**src/rtl/node_pkg.sv**
```systemverilog
// Shared types, defaults and helpers for the node result collector.
// Contents: collector FSM state enum, default window/tag widths, popcount helper.
// No ports; imported by node_result_collector and its sub-module.
package node_pkg;

    typedef enum logic [1:0] {
        IDLE   = 2'd0,
        ARM    = 2'd1,
        TAIL   = 2'd2,
        COMMIT = 2'd3
    } state_t;

    localparam int NODE_WINDOW_DEF = 4;
    localparam int NODE_TAG_W_DEF  = 4;

    // Number of set bits in a vector of up to 32 nodes.
    function automatic logic [5:0] popcount(input logic [31:0] v);
        logic [5:0] c;
        c = '0;
        for (int i = 0; i < 32; i++) begin
            c = c + {5'd0, v[i]};
        end
        return c;
    endfunction

endpackage

```
**src/rtl/node_result_collector_fifo.sv**
```systemverilog
// result_fifo2: 2-entry FIFO of parameterised width, head presented directly.
// Ports: clk, rst (async active-low), push/push_dat, pop, full, empty, head_dat.
// Push while full is only taken when a pop happens on the same edge.
module result_fifo2 #(
    parameter int W = 8
) (
    input  logic         clk,
    input  logic         rst,
    input  logic         push,
    input  logic [W-1:0] push_dat,
    input  logic         pop,
    output logic         full,
    output logic         empty,
    output logic [W-1:0] head_dat
);

    logic [W-1:0] mem [2];
    logic         rd_ptr;
    logic         wr_ptr;
    logic [1:0]   count;
    logic         do_push;
    logic         do_pop;

    assign full     = (count == 2'd2);
    assign empty    = (count == 2'd0);
    assign do_pop   = pop && !empty;
    assign do_push  = push && (!full || do_pop);
    assign head_dat = mem[rd_ptr];

    always_ff @(posedge clk or negedge rst) begin
        if (!rst) begin
            mem[0] <= '0;
            mem[1] <= '0;
            rd_ptr <= 1'b0;
            wr_ptr <= 1'b0;
            count  <= 2'd0;
        end else begin
            // When full, wr_ptr equals rd_ptr; writing the slot being popped is safe
            // because the new head is the other slot.
            if (do_push) begin
                mem[wr_ptr] <= push_dat;
                wr_ptr      <= !wr_ptr;
            end
            if (do_pop) begin
                rd_ptr <= !rd_ptr;
            end
            case ({do_push, do_pop})
                2'b10:   count <= count + 2'd1;
                2'b01:   count <= count - 2'd1;
                default: count <= count;
            endcase
        end
    end

endmodule

```
**src/rtl/node_result_collector.sv**
```systemverilog
// Drives `high` to open each node's window, ORs node pulses into a hit vector and queues {vec, tag}.
// Ports: clk, rst (async active-low), start, node_out in; high, busy out; res_* valid/ready result stream; overflow.
// Optional NODE_RESULT_POPCOUNT_EN adds res_count (set bits of res_vec), stored with each entry.
module node_result_collector
    import node_pkg::*;
#(
    parameter int N_NODES = 8,
    parameter int WINDOW  = NODE_WINDOW_DEF,
    parameter int TAG_W   = NODE_TAG_W_DEF
) (
    input  logic               clk,
    input  logic               rst,
    input  logic               start,
    input  logic [N_NODES-1:0] node_out,
    output logic               high,
    output logic               busy,
    output logic               res_valid,
    input  logic               res_ready,
    output logic [N_NODES-1:0] res_vec,
    output logic [TAG_W-1:0]   res_tag,
`ifdef NODE_RESULT_POPCOUNT_EN
    output logic [$clog2(N_NODES+1)-1:0] res_count,
`endif
    output logic               overflow
);

    localparam int CNT_W = $clog2(N_NODES + 1);
`ifdef NODE_RESULT_POPCOUNT_EN
    localparam int ENT_W = N_NODES + TAG_W + CNT_W;
`else
    localparam int ENT_W = N_NODES + TAG_W;
`endif

    state_t             state;
    logic [7:0]         wcnt;
    logic [N_NODES-1:0] acc;
    logic [TAG_W-1:0]   round;
    logic               push_q;
    logic [ENT_W-1:0]   push_ent;
    logic [ENT_W-1:0]   head_ent;
    logic               fifo_full;
    logic               fifo_empty;
    logic               pop;
    logic [ENT_W-1:0]   commit_ent;

`ifdef NODE_RESULT_POPCOUNT_EN
    logic [5:0] pc_full;
    assign pc_full    = popcount(32'(acc));
    assign commit_ent = {pc_full[CNT_W-1:0], acc, round};
    assign res_count  = head_ent[ENT_W-1 -: CNT_W];
`else
    assign commit_ent = {acc, round};
`endif

    assign res_valid = !fifo_empty;
    assign pop       = res_valid && res_ready;
    assign res_tag   = head_ent[TAG_W-1:0];
    assign res_vec   = head_ent[TAG_W +: N_NODES];

    // The entry built in COMMIT is registered and pushed on the following edge,
    // so the full/pop decision is taken against the buffer at push time.
    always_ff @(posedge clk or negedge rst) begin
        if (!rst) begin
            state    <= IDLE;
            wcnt     <= '0;
            acc      <= '0;
            round    <= '0;
            high     <= 1'b0;
            busy     <= 1'b0;
            push_q   <= 1'b0;
            push_ent <= '0;
            overflow <= 1'b0;
        end else begin
            push_q <= 1'b0;
            if (push_q && fifo_full && !pop) begin
                overflow <= 1'b1;
            end
            case (state)
                IDLE: begin
                    if (start) begin
                        acc   <= '0;
                        wcnt  <= '0;
                        state <= ARM;
                        high  <= 1'b1;
                        busy  <= 1'b1;
                    end
                end
                ARM: begin
                    acc <= acc | node_out;
                    if (wcnt == 8'(WINDOW - 1)) begin
                        state <= TAIL;
                        high  <= 1'b0;
                    end else begin
                        wcnt <= wcnt + 8'd1;
                    end
                end
                TAIL: begin
                    // Catches a node pulse registered on the last ARM edge.
                    acc   <= acc | node_out;
                    state <= COMMIT;
                end
                COMMIT: begin
                    push_q   <= 1'b1;
                    push_ent <= commit_ent;
                    round    <= round + 1'b1;
                    state    <= IDLE;
                    busy     <= 1'b0;
                end
                default: begin
                    state <= IDLE;
                    high  <= 1'b0;
                    busy  <= 1'b0;
                end
            endcase
        end
    end

    result_fifo2 #(.W(ENT_W)) u_fifo (
        .clk      (clk),
        .rst      (rst),
        .push     (push_q),
        .push_dat (push_ent),
        .pop      (pop),
        .full     (fifo_full),
        .empty    (fifo_empty),
        .head_dat (head_ent)
    );

endmodule

```
**config.mk**
```make
export PLATFORM = sky130hd
export DESIGN_NAME = node_result_collector
export DESIGN_NICKNAME = d
export VERILOG_FILES = /design/src/rtl/node_pkg.sv /design/src/rtl/node_result_collector_fifo.sv /design/src/rtl/node_result_collector.sv
export SDC_FILE = /design/constraint.sdc
export NUM_CORES = 1
export LEC_CHECK = 0
export ABC_AREA = 1
export BUFFER_PORTS_ARGS = -buffer_cell sky130_fd_sc_hd__buf_2
export CORE_ASPECT_RATIO = 1.5
export CORE_MARGIN = 10
export CORE_UTILIZATION = 40
export DETAILED_ROUTE_END_ITERATION = 12
export PLACE_DENSITY_LB_ADDON = 0.08
export SLEW_MARGIN = 30
export SYNTH_ARGS = -nofsm -noshare
export SYNTH_HDL_FRONTEND = slang
export SYNTH_HIERARCHICAL = 1
export SYNTH_SLANG_ARGS = --single-unit
```
**constraint.sdc**
```tcl
create_clock -name clk -period 4.8 [get_ports clk]
set_input_delay 0.48 -clock clk [delete_from_list [all_inputs] [get_ports clk]]
set_output_delay 0.48 -clock clk [all_outputs]
set_load 0.02 [all_outputs]
```
=== After elaboration in Yosys (flattened, before gate mapping) ===
Index checks and enable logic that the tools add are counted.

* Logic and storage cells: 77
* Bits in registers: 66
* Output and inout bits: 16
* Input bits: 12

* Magnitude comparators: 3
* Reductions and logical operators: 24
* Add/subtract/negate cells: 4
* Multiplexer cells: 19
* Bitwise gates (word level): 3
* Eq/ne operators: 10

{| class="wikitable"
|+ Operator list
! operator !! count
|-
| two-way mux 12 bit || 4
|-
| case mux 8 bit (2 select lines) || 2
|-
| bitwise mux 24 bit || 1
|-
| two-way mux 8 bit || 2
|-
| demux 12 bit (select 1 bit) || 1
|-
| adder 8 x 1 -> 8 bit (second input constant) || 1
|-
| == test 2 bit (second input constant) || 4
|-
| == test 8 x 2 -> 1 bit (second input constant) || 1
|-
| OR 8 bit || 1
|-
| case mux 2 bit (4 select lines) || 1
|-
| nonzero test 2 bit || 4
|-
| logical AND 1 bit || 6
|-
| inequality test 2 bit (second input constant) || 3
|-
| AND reduction 2 bit || 3
|-
| AND reduction 3 bit || 2
|-
| logical NOT 1 bit || 5
|-
| adder 4 x 1 -> 4 bit (second input constant) || 1
|-
| == test 2 x 1 -> 1 bit (second input constant) || 2
|-
| greater-or-equal comparator 2 bit (second input constant) || 2
|-
| logical NOT 2 bit || 2
|-
| two-way mux 2 bit || 2
|-
| inverter 1 -> 2 bit || 2
|-
| case mux 1 bit (2 select lines) || 2
|-
| case mux 2 bit (2 select lines) || 1
|-
| other kinds (6) || 8
|}

=== Longest topological paths before layout ===
Gate-level depths: netlist of the first run.

* Word-level depth: 8
* Depth in mapped cells: 10
* Gate-level depth less buffers: 10

=== By module ===
Netlist of the first run, hierarchy kept.

{| class="wikitable"
|+ By module, submodules not included
! module !! instances !! cells each !! sequential area each (um^2) !! area each (um^2)
|-
| node_result_collector || 1 || 192 || 950.9 || 1739.2
|-
| result_fifo2 || 1 || 172 || 700.7 || 1403.8
|}

=== Least setup slack after synthesis of the first run ===
Ideal clock, no wire load.

* Kind: reg-to-reg
* Start point: register u_fifo.count[0]
* End point: register u_fifo.count[1]
* Data arrival time: 1.533 ns
* Period minus slack after synthesis: 1.650 ns
* Required time: 4.683 ns
* Stages on the path, launching flop included: 10
* Library setup time: 0.117 ns
* Path buffers: 0
* Slack: 3.150 ns
* Cells stage by stage: dfrtp_1 nor2_1 nor2_1 inv_1 nand3_4 nand2_1 ha_1 or2_2 nand4_1 nand2_1

* Cells in the longest elaborated chain, start to end: 8
* Elaborated cells on any way between the ends: 14
* Classes of those cells: 2 x add/sub; 3 x eq/ne; 1 x mux; 8 x reduce/logical

{| class="wikitable"
|+ RTL lines
! element !! RTL line !! text
|-
| start, declared || node_result_collector_fifo.sv:20 || <nowiki>logic [1:0] count;</nowiki>
|-
| start signal, assigned || node_result_collector_fifo.sv:48 || <nowiki>2'b10: count <= count + 2'd1;</nowiki>
|-
| start signal, assigned || node_result_collector_fifo.sv:49 || <nowiki>2'b01: count <= count - 2'd1;</nowiki>
|-
| start signal, assigned || node_result_collector_fifo.sv:50 || <nowiki>default: count <= count;</nowiki>
|-
| logical NOT 2 bit * || node_result_collector_fifo.sv:25 || <nowiki>assign empty = (count == 2'd0);</nowiki>
|-
| via fifo_empty || node_result_collector.sv:42 || <nowiki>logic fifo_empty;</nowiki>
|-
| logical NOT 1 bit * || node_result_collector.sv:55 || <nowiki>assign res_valid = !fifo_empty;</nowiki>
|-
| logical AND 1 bit * || node_result_collector.sv:56 || <nowiki>assign pop = res_valid && res_ready;</nowiki>
|-
| via pop || node_result_collector.sv:43 || <nowiki>logic pop;</nowiki>
|-
| logical AND 1 bit * || node_result_collector_fifo.sv:26 || <nowiki>assign do_pop = pop && !empty;</nowiki>
|-
| logical OR 1 bit || node_result_collector_fifo.sv:27 || <nowiki>assign do_push = push && (!full || do_pop);</nowiki>
|-
| logical AND 1 bit || node_result_collector_fifo.sv:27 ||
|-
| == test 2 x 1 -> 1 bit or == test 2 bit (tied branches) || node_result_collector_fifo.sv:47 || <nowiki>case ({do_push, do_pop})</nowiki>
|-
| case mux 2 bit (2 select lines) or nonzero test 2 bit (tied branches) || - ||
|}

Mark *: on every way through the listed nets, which the timed path passes. The rest lies on a longest branch.
A chain may end at the register's enable or synchronous reset.

=== Final worst setup path of the first run ===
* Start point: register u_fifo.rd_ptr
* End point: output port res_tag[2]

* Cells in the longest elaborated chain, start to end: 4

{| class="wikitable"
|+ RTL lines
! element !! RTL line !! text
|-
| start, declared || node_result_collector_fifo.sv:18 || <nowiki>logic rd_ptr;</nowiki>
|-
| start signal, assigned || node_result_collector_fifo.sv:45 || <nowiki>rd_ptr <= !rd_ptr;</nowiki>
|-
| inverter 1 -> 2 bit (not written as such) || node_result_collector_fifo.sv:28 || <nowiki>assign head_dat = mem[rd_ptr];</nowiki>
|-
| two-way mux 12 bit (not written as such) (3 in a row) || node_result_collector_fifo.sv:28 ||
|-
| end, declared || node_result_collector.sv:20 || <nowiki>output logic [TAG_W-1:0] res_tag,</nowiki>
|}

Every way passes these cells. The select of a mux whose other input is x is not followed.

==> flow_metrics.tcl, run 1 <==
set metrics [dict create \
    yosys_warnings 6 \
    cts_resized 0 \
    dp_cells 481 \
    hold_viol_final 0 \
    nFillCells 797 \
    die-area_um2 11900 \
    setup_viol 0 \
    slew_viol_final 0 \
    worstSetupPathType "flip-flop to primary output" \
    met3_length_um 343 \
    synth.avg_cell_area_um2 8.63 \
    final_area_um2 3630 \
    synth-edff-count 0 \
    yosys_most_used_dff "dfrtp_1" \
    final_common_cell "nand2_1" \
    placed_area_um2 3330 \
    dr_wl_met2_um 3200 \
    grt_first_pass_wirelength_um 11200 \
    grt_pass1_vias 2358 \
    wl_met1_um 2730 \
    cp.arrival_ns 1.60 \
    layout-drive-gt1-share_pct 15.7 \
    max_freq_ghz 0.480 \
    layout.cells.non_filler 498 \
    cts.sink_count 66 \
    fin_ws_ns 2.72 \
    clockBufferDepth 2 \
    grt_max_degree 67 \
    status "finished clean" \
    antenna_found_initial 0 \
    cts_tree "built" \
    synth_nets 383 \
    cts-root-buf "clkbuf_16" \
    drt-pass1-iter-count 4 \
    relSlewSlack_pct 45.5 \
    reg2reg_slack_ns 2.85 \
    drt_iter0_drc 103 \
    hpwl_um 4600 \
    antenna_cells 0 \
    core_um2 7660 \
    hp-class "primary input to asynchronous set/reset pin" \
    setup-tns-final_ns 0 \
    core.rowCount 39 \
    multi_input_area_um2 1300 \
    vias 2364 \
    fin_crit_ns 2.08 \
    grt-ovfl-total 0 \
    ys_async_sr_fraction_pct 100 \
    htree_levels 3 \
    crit_path_start_kind "flip-flop" \
    die_height_um 129 \
    ys_ff_latch 66 \
    layout.nets 410 \
    routed.top_layer "met4" \
    syn2layout_area_growth_pct 15.5 \
    layout.area.seq_um2 1650 \
    cts.repair_timing.setup_buffer_count 0 \
    insertion_delay_ns 0.33 \
    cap_violations 0 \
    end_kind "primary output" \
    final_cell_mix "146 x nand2_1, 66 x dfrtp_1, 27 x buf_2, 26 x nand4_1, 25 x nor2_1" \
    clkSlewWorstSetupHoldPaths_ns 0.05 \
    pwr_density_cell_nw_per_um2 714 \
    placement.io_buffers 27 \
    pre_cts_slack_ns 2.82 \
    via_per_inst 4.75 \
    synth_cell_types 26 \
    ys_seq_area_share_pct 52.5 \
    power_mw 2.59 \
    ir_drop_uv 343 \
    timing.final.crit_share_pct 43.4 \
    io_pins 28 \
    fp.dieW_um 92.4 \
    wl_um 6400 \
    postRouteAntennaNets 0 \
    initial_core_util_pct 41.0 \
    hold_buffers 0 \
    gp_congestion 0.772 \
    crit_fanout 13 \
    finClkSkew_ns 0.00521 \
    wire_per_inst_um 12.8 \
    numCtsBuffers 9 \
    drcViolationCount 0 \
    rsz0062_at_grt "no" \
    synth.cell_area_um2 3140 \
    synthCells 364 \
    tightest_slew_ns 0.817 \
    grt_use_total_pct 11.7 \
    p_leak_nw 1.88 \
    cp.required_ns 4.32 \
]
==> final cells by class <==
class / instances / area share [%]
Clock inverter: 2 / 0.276
Inverter: 26 / 2.69
Timing Repair Buffer: 30 / 4.55
Tap cell: 102 / 3.52
Sequential cell: 66 / 45.5
Clock buffer: 14 / 7.55
Multi-Input combinational cell: 258 / 35.9
==> cell usage after synthesis (3+ instances only) <==
| cell | count | area share, % |
|---|---|---|
| a21oi_1 | 14 | 2.2 |
| buf_2 | 6 | 0.96 |
| buf_6 | 3 | 1.1 |
| clkbuf_1 | 3 | 0.36 |
| dfrtp_1 | 66 | 53 |
| ha_1 | 7 | 2.8 |
| inv_1 | 23 | 2.7 |
| inv_2 | 3 | 0.36 |
| mux2_2 | 6 | 2.1 |
| nand2_1 | 146 | 17 |
| nand3_1 | 9 | 1.4 |
| nand3_4 | 3 | 1.7 |
| nand4_1 | 26 | 5.2 |
| nor2_1 | 25 | 3.0 |
| o21ai_0 | 4 | 0.64 |
| o21bai_1 | 3 | 0.72 |
| xor2_1 | 5 | 1.4 |
==> worst max-delay path: stages (launching register included) <==
cell and delay (ns):
dfrtp_1 0.52, inv_1 0.42, nand2_1 0.10, nand2_1 0.08
buf_2 0.16
==> state kept, by name, indices dropped and copies added (netlist names), 2 cells and up <==
name          cells
state             2
wcnt              8
u_fifo/count      2
u_fifo/mem       24
push_ent         12
acc               8
round             4
==> cell families (layout without fill, tap and decap cells) <==
family                   Yosys count  after routing  synth area share, %
AO/OA/AOI/OAI                     23             23                 4.70
XOR/XNOR                           7              7                 1.95
adder cells (fa/ha/maj)            7              7                 2.79
buffers and inverters             40             72                 5.97
flip-flops                        66             66                 52.5
multiplexers                       6              6                 2.15
AND/OR/NAND/NOR                  215            215                 29.9
==> metrics by stage <==
| stage | util, % | hold WS, ns |
|---|---|---|
| 2_1_floorplan | - | 0.184 |
| 3_3_place_gp | 43.5 | 0.454 |
| 3_5_place_dp | 43.5 | 0.458 |
| 4_1_cts | 47.2 | 0.379 |
| 5_1_grt | 47.4 | 0.395 |
| 6_report | 47.4 | 0.341 |
==> layer usage <==
metal | GRT usage (%) | vias to the layer above
met3 | 4.07 | 8
met2 | 19.5 | 35
met4 | 5.46 | 0
met1 | 13.1 | 1104
li1 | - | 1217
met5 | 0 | -
==> where the power goes <==
part	internal, mW	switching [mW]
clock	0.390	0.220
combinational	0.358	0.633
sequential	0.801	0.190
total	1.55	1.04
==> final timing paths <==
kind                              endpoint            start  cells after the start
min reg2reg                 u_fifo/mem[14]   u_fifo/mem[14]                      2
min in group clk                    acc[1]      node_out[1]                      3
min                         u_fifo/mem[12]              rst                      2
max in group asynchronous         state[1]              rst                      2
max reg2reg                u_fifo/count[1]  u_fifo/count[1]                      9
max                             res_tag[2]    u_fifo/rd_ptr                      4
Power figures use the tool's default switching activity.
==> run 2, diff against run 1 <==
- clock period: 4.8 -> 1.9 ns (I/O delays scaled with it)
==> run 2 against run 1 <==
  * Non-clock buffer count grew 8
  * Sequential power grew 150%
  * Critical path depth grew 6
  * Global-route usage grew 0.68 points
  * First-iteration DRC count grew 26%
  * Register-to-register slack lost 2.7 ns
  * Highest routed layer unchanged
  * Worst hold slack lost 0.25 ns
  * Setup slack lost 2.5 ns
  * Cell area grew 2.5%
==> flow_metrics.tcl, run 2 (synthesized netlist as in run 1, its figures left out) <==
set metrics [dict create \
    status "finished clean" \
    syn2layout_area_growth_pct 18.4 \
    crit_fanout 7 \
    grt_max_degree 28 \
    cpLargestDelayFamily "simple AND/OR/NAND/NOR gates" \
    reg2reg_slack_ns 0.18 \
    cp-startpoint "u_fifo/count[0]" \
    wl_um 6750 \
    hold_end "acc[5]" \
    drt-pass1-iter-count 7 \
    io_pins 28 \
    whs_path_depth 3 \
    reg2reg_from "u_fifo/count[0]" \
    placement.io_buffers 27 \
    via_per_inst 4.81 \
    reg2reg_depth 10 \
    cpMostUsedCell "nand2_1" \
    gp_congestion 0.756 \
    fp.dieW_um 92.4 \
    die-area_um2 11900 \
    slew_viol_final 0 \
    layout.nets 418 \
    grt-ovfl-total 0 \
    drt_iter0_drc 130 \
    setup-tns-final_ns 0 \
    layout.cells.non_filler 506 \
    clkSlewWorstSetupHoldPaths_ns 0.06 \
    die_height_um 129 \
    numCtsBuffers 9 \
    clockBufferDepth 2 \
    cp.arrival_ns 1.99 \
    crit_path_start_kind "flip-flop" \
    dp_cells 489 \
    crit_slowest_cell "dfrtp_1" \
    vias 2433 \
    postRouteAntennaNets 0 \
    cts.sink_count 66 \
    top_regs "u_fifo/mem (24), push_ent (12)" \
    hpwl_um 4910 \
    hp-class "primary input to flip-flop" \
    hold_viol_final 0 \
    finClkSkew_ns 0.00505 \
    tightest_slew_ns 0.578 \
    initial_core_util_pct 41.0 \
    top_register "u_fifo/mem" \
    cp.required_ns 2.17 \
    grt_use_total_pct 12.4 \
    wire_per_inst_um 13.3 \
    cts_tree "built" \
    final_common_cell "nand2_1" \
    cap_violations 0 \
    rsz0062_at_grt "no" \
    path_cells "nor2_1 -> nor2_1 -> inv_1 -> nand3_4 -> nand2_1 -> ha_1 -> or2_2 -> nand3_1 -> nand2_1 -> nand2_1" \
    antenna_cells 0 \
    p_leak_nw 1.92 \
    final_util_pct 48.6 \
    layout-drive-gt1-share_pct 17.3 \
    worstSetupPathType "flip-flop to flip-flop" \
    htree_levels 3 \
    placed_area_um2 3390 \
    relSlewSlack_pct 61.5 \
    fin_crit_ns 1.72 \
    grt_first_pass_wirelength_um 11800 \
    insertion_delay_ns 0.33 \
    setup_viol 0 \
    min_from "node_out[5]" \
    ir_drop_uv 904 \
    max_freq_ghz 0.581 \
    final_area_um2 3720 \
    drcViolationCount 0 \
    critPathMaxStageDelay_ns 0.46 \
    core_um2 7660 \
    r2r_end "u_fifo/count[1]" \
    end_kind "flip-flop" \
    timing.final.crit_share_pct 90.5 \
    antenna_found_initial 0 \
    final_cell_mix "146 x nand2_1, 66 x dfrtp_1, 27 x buf_2, 26 x nand4_1, 25 x nor2_1" \
    grt_pass1_vias 2466 \
    cts-root-buf "clkbuf_16" \
    path_depth 10 \
    largest_reg_flops 24 \
    pwr_density_cell_nw_per_um2 1840 \
    crit_buf_inv 1 \
    core.rowCount 39 \
]
## run 2: cell types whose count changed in the layout (fill, tap and decap cells not counted)
cell / delta
dlygate4sd3_1: +1
bufinv_16: +2
buf_8: -1
clkinv_2: -2
clkbuf_8: -3
buf_4: +8
clkbuf_1: -1
clkinvlp_4: +3
clkinv_4: +1
## run 2: cell type report
| class | instances | area [um^2] |
|---|---|---|
| flip-flops and latches | 66 | 1650 |
| clock inverters | 6 | 91.3 |
| fillers | 783 | 3940 |
| inverters | 26 | 97.6 |
| repair buffers | 38 | 220 |
| well taps | 102 | 128 |
| multi-input cells | 258 | 1300 |
| clock buffers | 10 | 229 |
## run 2: report_power, final
part | switching [mW] | internal [mW]
Sequential | 0.422 | 2.02
Combinational | 1.69 | 0.953
Clock | 0.616 | 1.15
Total | 2.73 | 4.13
## run 2: stage by stage
step,total power [mW],setup WS [ns],hold WS (ns)
3_5_place_dp,5.18,0.190,0.237
4_1_cts,6.98,0.172,0.0846
5_1_grt,7.47,0.00606,0.0922
2_1_floorplan,4.41,0.250,-0.106
3_3_place_gp,5.11,0.258,0.232
6_report,6.86,0.180,0.0903
## run 2: what timing repair did
item	4_1_cts	5_1_grt
buffers inserted	0	0
hold buffers	1	0
endpoints found under the hold margin	23	0
gates resized for setup	0	0
## run 2: per-layer routing
layer  GRT usage [%]  wire (um)
met5               0          0
met4            6.92        134
met3            4.02        332
met2            21.6       3470
met1            12.8       2810
## run 2: how the worst max path moves through the flow
stage	end	slack [ns]
floorplan	u_fifo/count[1]	0.25
global placement	u_fifo/count[1]	0.26
detailed placement	u_fifo/count[1]	0.19
CTS	u_fifo/count[1]	0.17
global route	u_fifo/mem[9]	0.006
finish	u_fifo/count[1]	0.18
## run 2: tightest hold or removal path, stage by stage
cell	delay, ns
buf_2	0.09
nand2_1	0.05
a21oi_1	0.05
==> run 3, diff against run 2 <==
- GPL_TIMING_DRIVEN: default -> 0
- SETUP_SLACK_MARGIN: default -> 0.05
- SYNTH_HIERARCHICAL: 1 -> default
==> run 3 against run 2 <==
  * Utilization is 0.75 points lower
  * Total power is 15% lower
  * Via count is 9.0% lower
  * Register-to-register slack better by 0.06 ns
  * Routed wire length is 6.4% lower
  * Synthesized cell count is 6.3% lower
  * Non-clock buffer count is 2 higher
  * Area after synthesis is 5.6% lower
  * Clock power is 38% lower
==> flow_metrics.tcl, run 3 <==
set metrics [dict create \
    status "finished clean" \
    setup-tns-final_ns 0 \
    ys_ff_latch 66 \
    hold_viol_final 0 \
    antenna_cells 0 \
    drcViolationCount 0 \
    yosysTopAreaCellShare_pct 55.6 \
    tightest_slew_ns 0.551 \
    cts.repair_timing.setup_buffer_count 0 \
    grt-ovfl-total 0 \
    die-area_um2 11300 \
    max_freq_ghz 0.589 \
    yosys_warnings 0 \
    path_cells "clkbuf_1 -> nand2_1 -> nand2_1 -> buf_2" \
    crit_path_start_kind "flip-flop" \
    grt_use_total_pct 11.7 \
    cap_violations 0 \
    finClkSkew_ns 0.00619 \
    clockBufferDepth 2 \
    htree_levels 3 \
    via_per_inst 4.57 \
    final_common_cell "nand2_1" \
    io_pins 28 \
    cp.arrival_ns 1.51 \
    synth_cell_types 25 \
    ys_async_sr_fraction_pct 100 \
    fp.dieW_um 90.3 \
    synth.area.top_cells "dfrtp_1 56%, nand2_1 15%, o21ai_0 6.1%, inv_1 4.3%, o21ai_2 3.5%" \
    layout-drive-gt1-share_pct 17.1 \
    cp.required_ns 1.71 \
    ir_drop_uv 669 \
    wire_per_inst_um 13.0 \
    core.rowCount 38 \
    synth.avg_cell_area_um2 8.70 \
    layout.nets 399 \
    power_mw 5.80 \
    synthCells 341 \
    cpMostUsedCell "nand2_1" \
    cts.sink_count 66 \
    p_leak_nw 1.74 \
    worstSetupPathType "flip-flop to primary output" \
    top_register "u_fifo.mem" \
    critPathMaxStageDelay_ns 0.42 \
    drt-pass1-iter-count 4 \
    final_cell_mix "116 x nand2_1, 66 x dfrtp_1, 36 x o21ai_0, 34 x inv_1, 28 x buf_2" \
    synth_commonest_cells "116 x nand2_1, 66 x dfrtp_1, 36 x o21ai_0" \
    end_kind "primary output" \
    hpwl_um 4600 \
    synth.cell_area_um2 2970 \
    hp-class "primary input to flip-flop" \
    clkSlewWorstSetupHoldPaths_ns 0.07 \
    rsz0062_at_grt "no" \
    setup_viol 0 \
    die_height_um 125 \
    whs_ns 0.0931 \
    grt_max_degree 50 \
    insertion_delay_ns 0.34 \
    pwr_density_cell_nw_per_um2 1680 \
    grt_pass1_vias 2229 \
    cpLargestDelayFamily "buffers and inverters" \
    relSlewSlack_pct 63.0 \
    initial_core_util_pct 41.1 \
    gp_congestion 0.824 \
    ys_seq_area_share_pct 55.6 \
    largest_reg_flops 24 \
    cts-root-buf "clkbuf_8" \
    synth_nets 360 \
    top_regs "u_fifo.mem (24), push_ent (12)" \
    postRouteAntennaNets 0 \
    yosysTopAreaCell "dfrtp_1" \
    synth_most_common_cell "nand2_1" \
    nFillCells 741 \
    crit_fanout 10 \
    crit_buf_inv 2 \
    drt_iter0_drc 110 \
    synth-edff-count 0 \
    numCtsBuffers 9 \
    antenna_found_initial 0 \
    crit_slowest_cell "clkbuf_1" \
    core_um2 7230 \
    slew_viol_final 0 \
    grt_first_pass_wirelength_um 10800 \
    yosys_most_used_dff "dfrtp_1" \
    syn2layout_area_growth_pct 16.4 \
    timing.final.crit_share_pct 89.3 \
    placement.io_buffers 27 \
    wl_um 6310 \
    vias 2215 \
    fin_crit_ns 1.70 \
    cts_tree "built" \
]
run 3: final timing paths:
| check | depth (start not counted) | from | slack, ns | to |
|---|---|---|---|---|
| worst min register to register | 1 | overflow | 0.47 | overflow |
| worst max-delay path | 4 | u_fifo.rd_ptr | 0.20 | res_tag[2] |
| worst min-delay path | 3 | node_out[1] | 0.09 | acc[1] |
| min in group asynchronous | 2 | rst | 0.26 | push_ent[2] |
| worst max register to register | 9 | state[0] | 0.24 | wcnt[7] |
| max in group asynchronous | 3 | rst | 1.12 | u_fifo.mem[18] |
run 3: worst register-to-register path, delay by kind of cell, from the launching register on:
| kind | cells | cell delay, ns |
|---|---|---|
| compound gates | 1 | 0.07 |
| buf+inv | 4 | 0.51 |
| simple gates | 3 | 0.29 |
| fa+ha+maj | 1 | 0.26 |
| flops | 1 | 0.39 |
run 3: timing repair:
action,CTS,global route
endpoints found under the hold margin,17,0
endpoints found under the setup margin,10,12
resized for setup,0,3
hold buffers,1,0
run 3: through the flow:
stage	setup WS (ns)	instances	cell area, um^2	util, %
global route	0.0542	485	3460	47.8
finish	0.203	485	3460	47.8
global placement	0.153	468	3230	44.7
detailed placement	0.120	469	3260	45.1
floorplan	0.336	341	2970	-
CTS	0.107	485	3450	47.7
run 3: area by class of cell:
cell class / instances / area, um^2 / area share [%]
sequential: 66 / 1650 / 47.8
inverter: 35 / 131 / 3.80
multi-input combinational: 228 / 1110 / 32.0
clock buffer: 14 / 173 / 5.00
buffer: 11 / 83.8 / 2.43
clock inverter: 2 / 10.0 / 0.290
timing repair buffer: 29 / 175 / 5.07
tap: 100 / 125 / 3.62
run 3: per-layer routing:
| metal | GRT usage [%] | share of wire [%] | vias to the layer above |
|---|---|---|---|
| li1 | - | - | 1147 |
| met4 | 5.55 | 2.7 | 0 |
| met1 | 12.6 | 42 | 1027 |
| met5 | 0 | 0 | - |
| met2 | 20.2 | 51 | 29 |
| met3 | 3.95 | 4.0 | 12 |
run 3: logic make-up (layout without fill, tap and decap cells):
logic type	Yosys count	in the layout	synth area share [%]
buf+inv	47	91	7.25
compound gates	62	62	12.2
simple gates	153	153	20.2
flops	66	66	55.6
fa+ha+maj	7	7	2.95
xor+xnor	6	6	1.77
run 3: power by group:
| group | internal [mW] | switching, mW | leakage [nW] | total, mW |
|---|---|---|---|---|
| clock | 0.578 | 0.514 | 0.0965 | 1.09 |
| sequential | 2.00 | 0.323 | 0.824 | 2.33 |
| combinational | 0.832 | 1.55 | 0.814 | 2.38 |
| total | 3.41 | 2.39 | 1.74 | 5.80 |
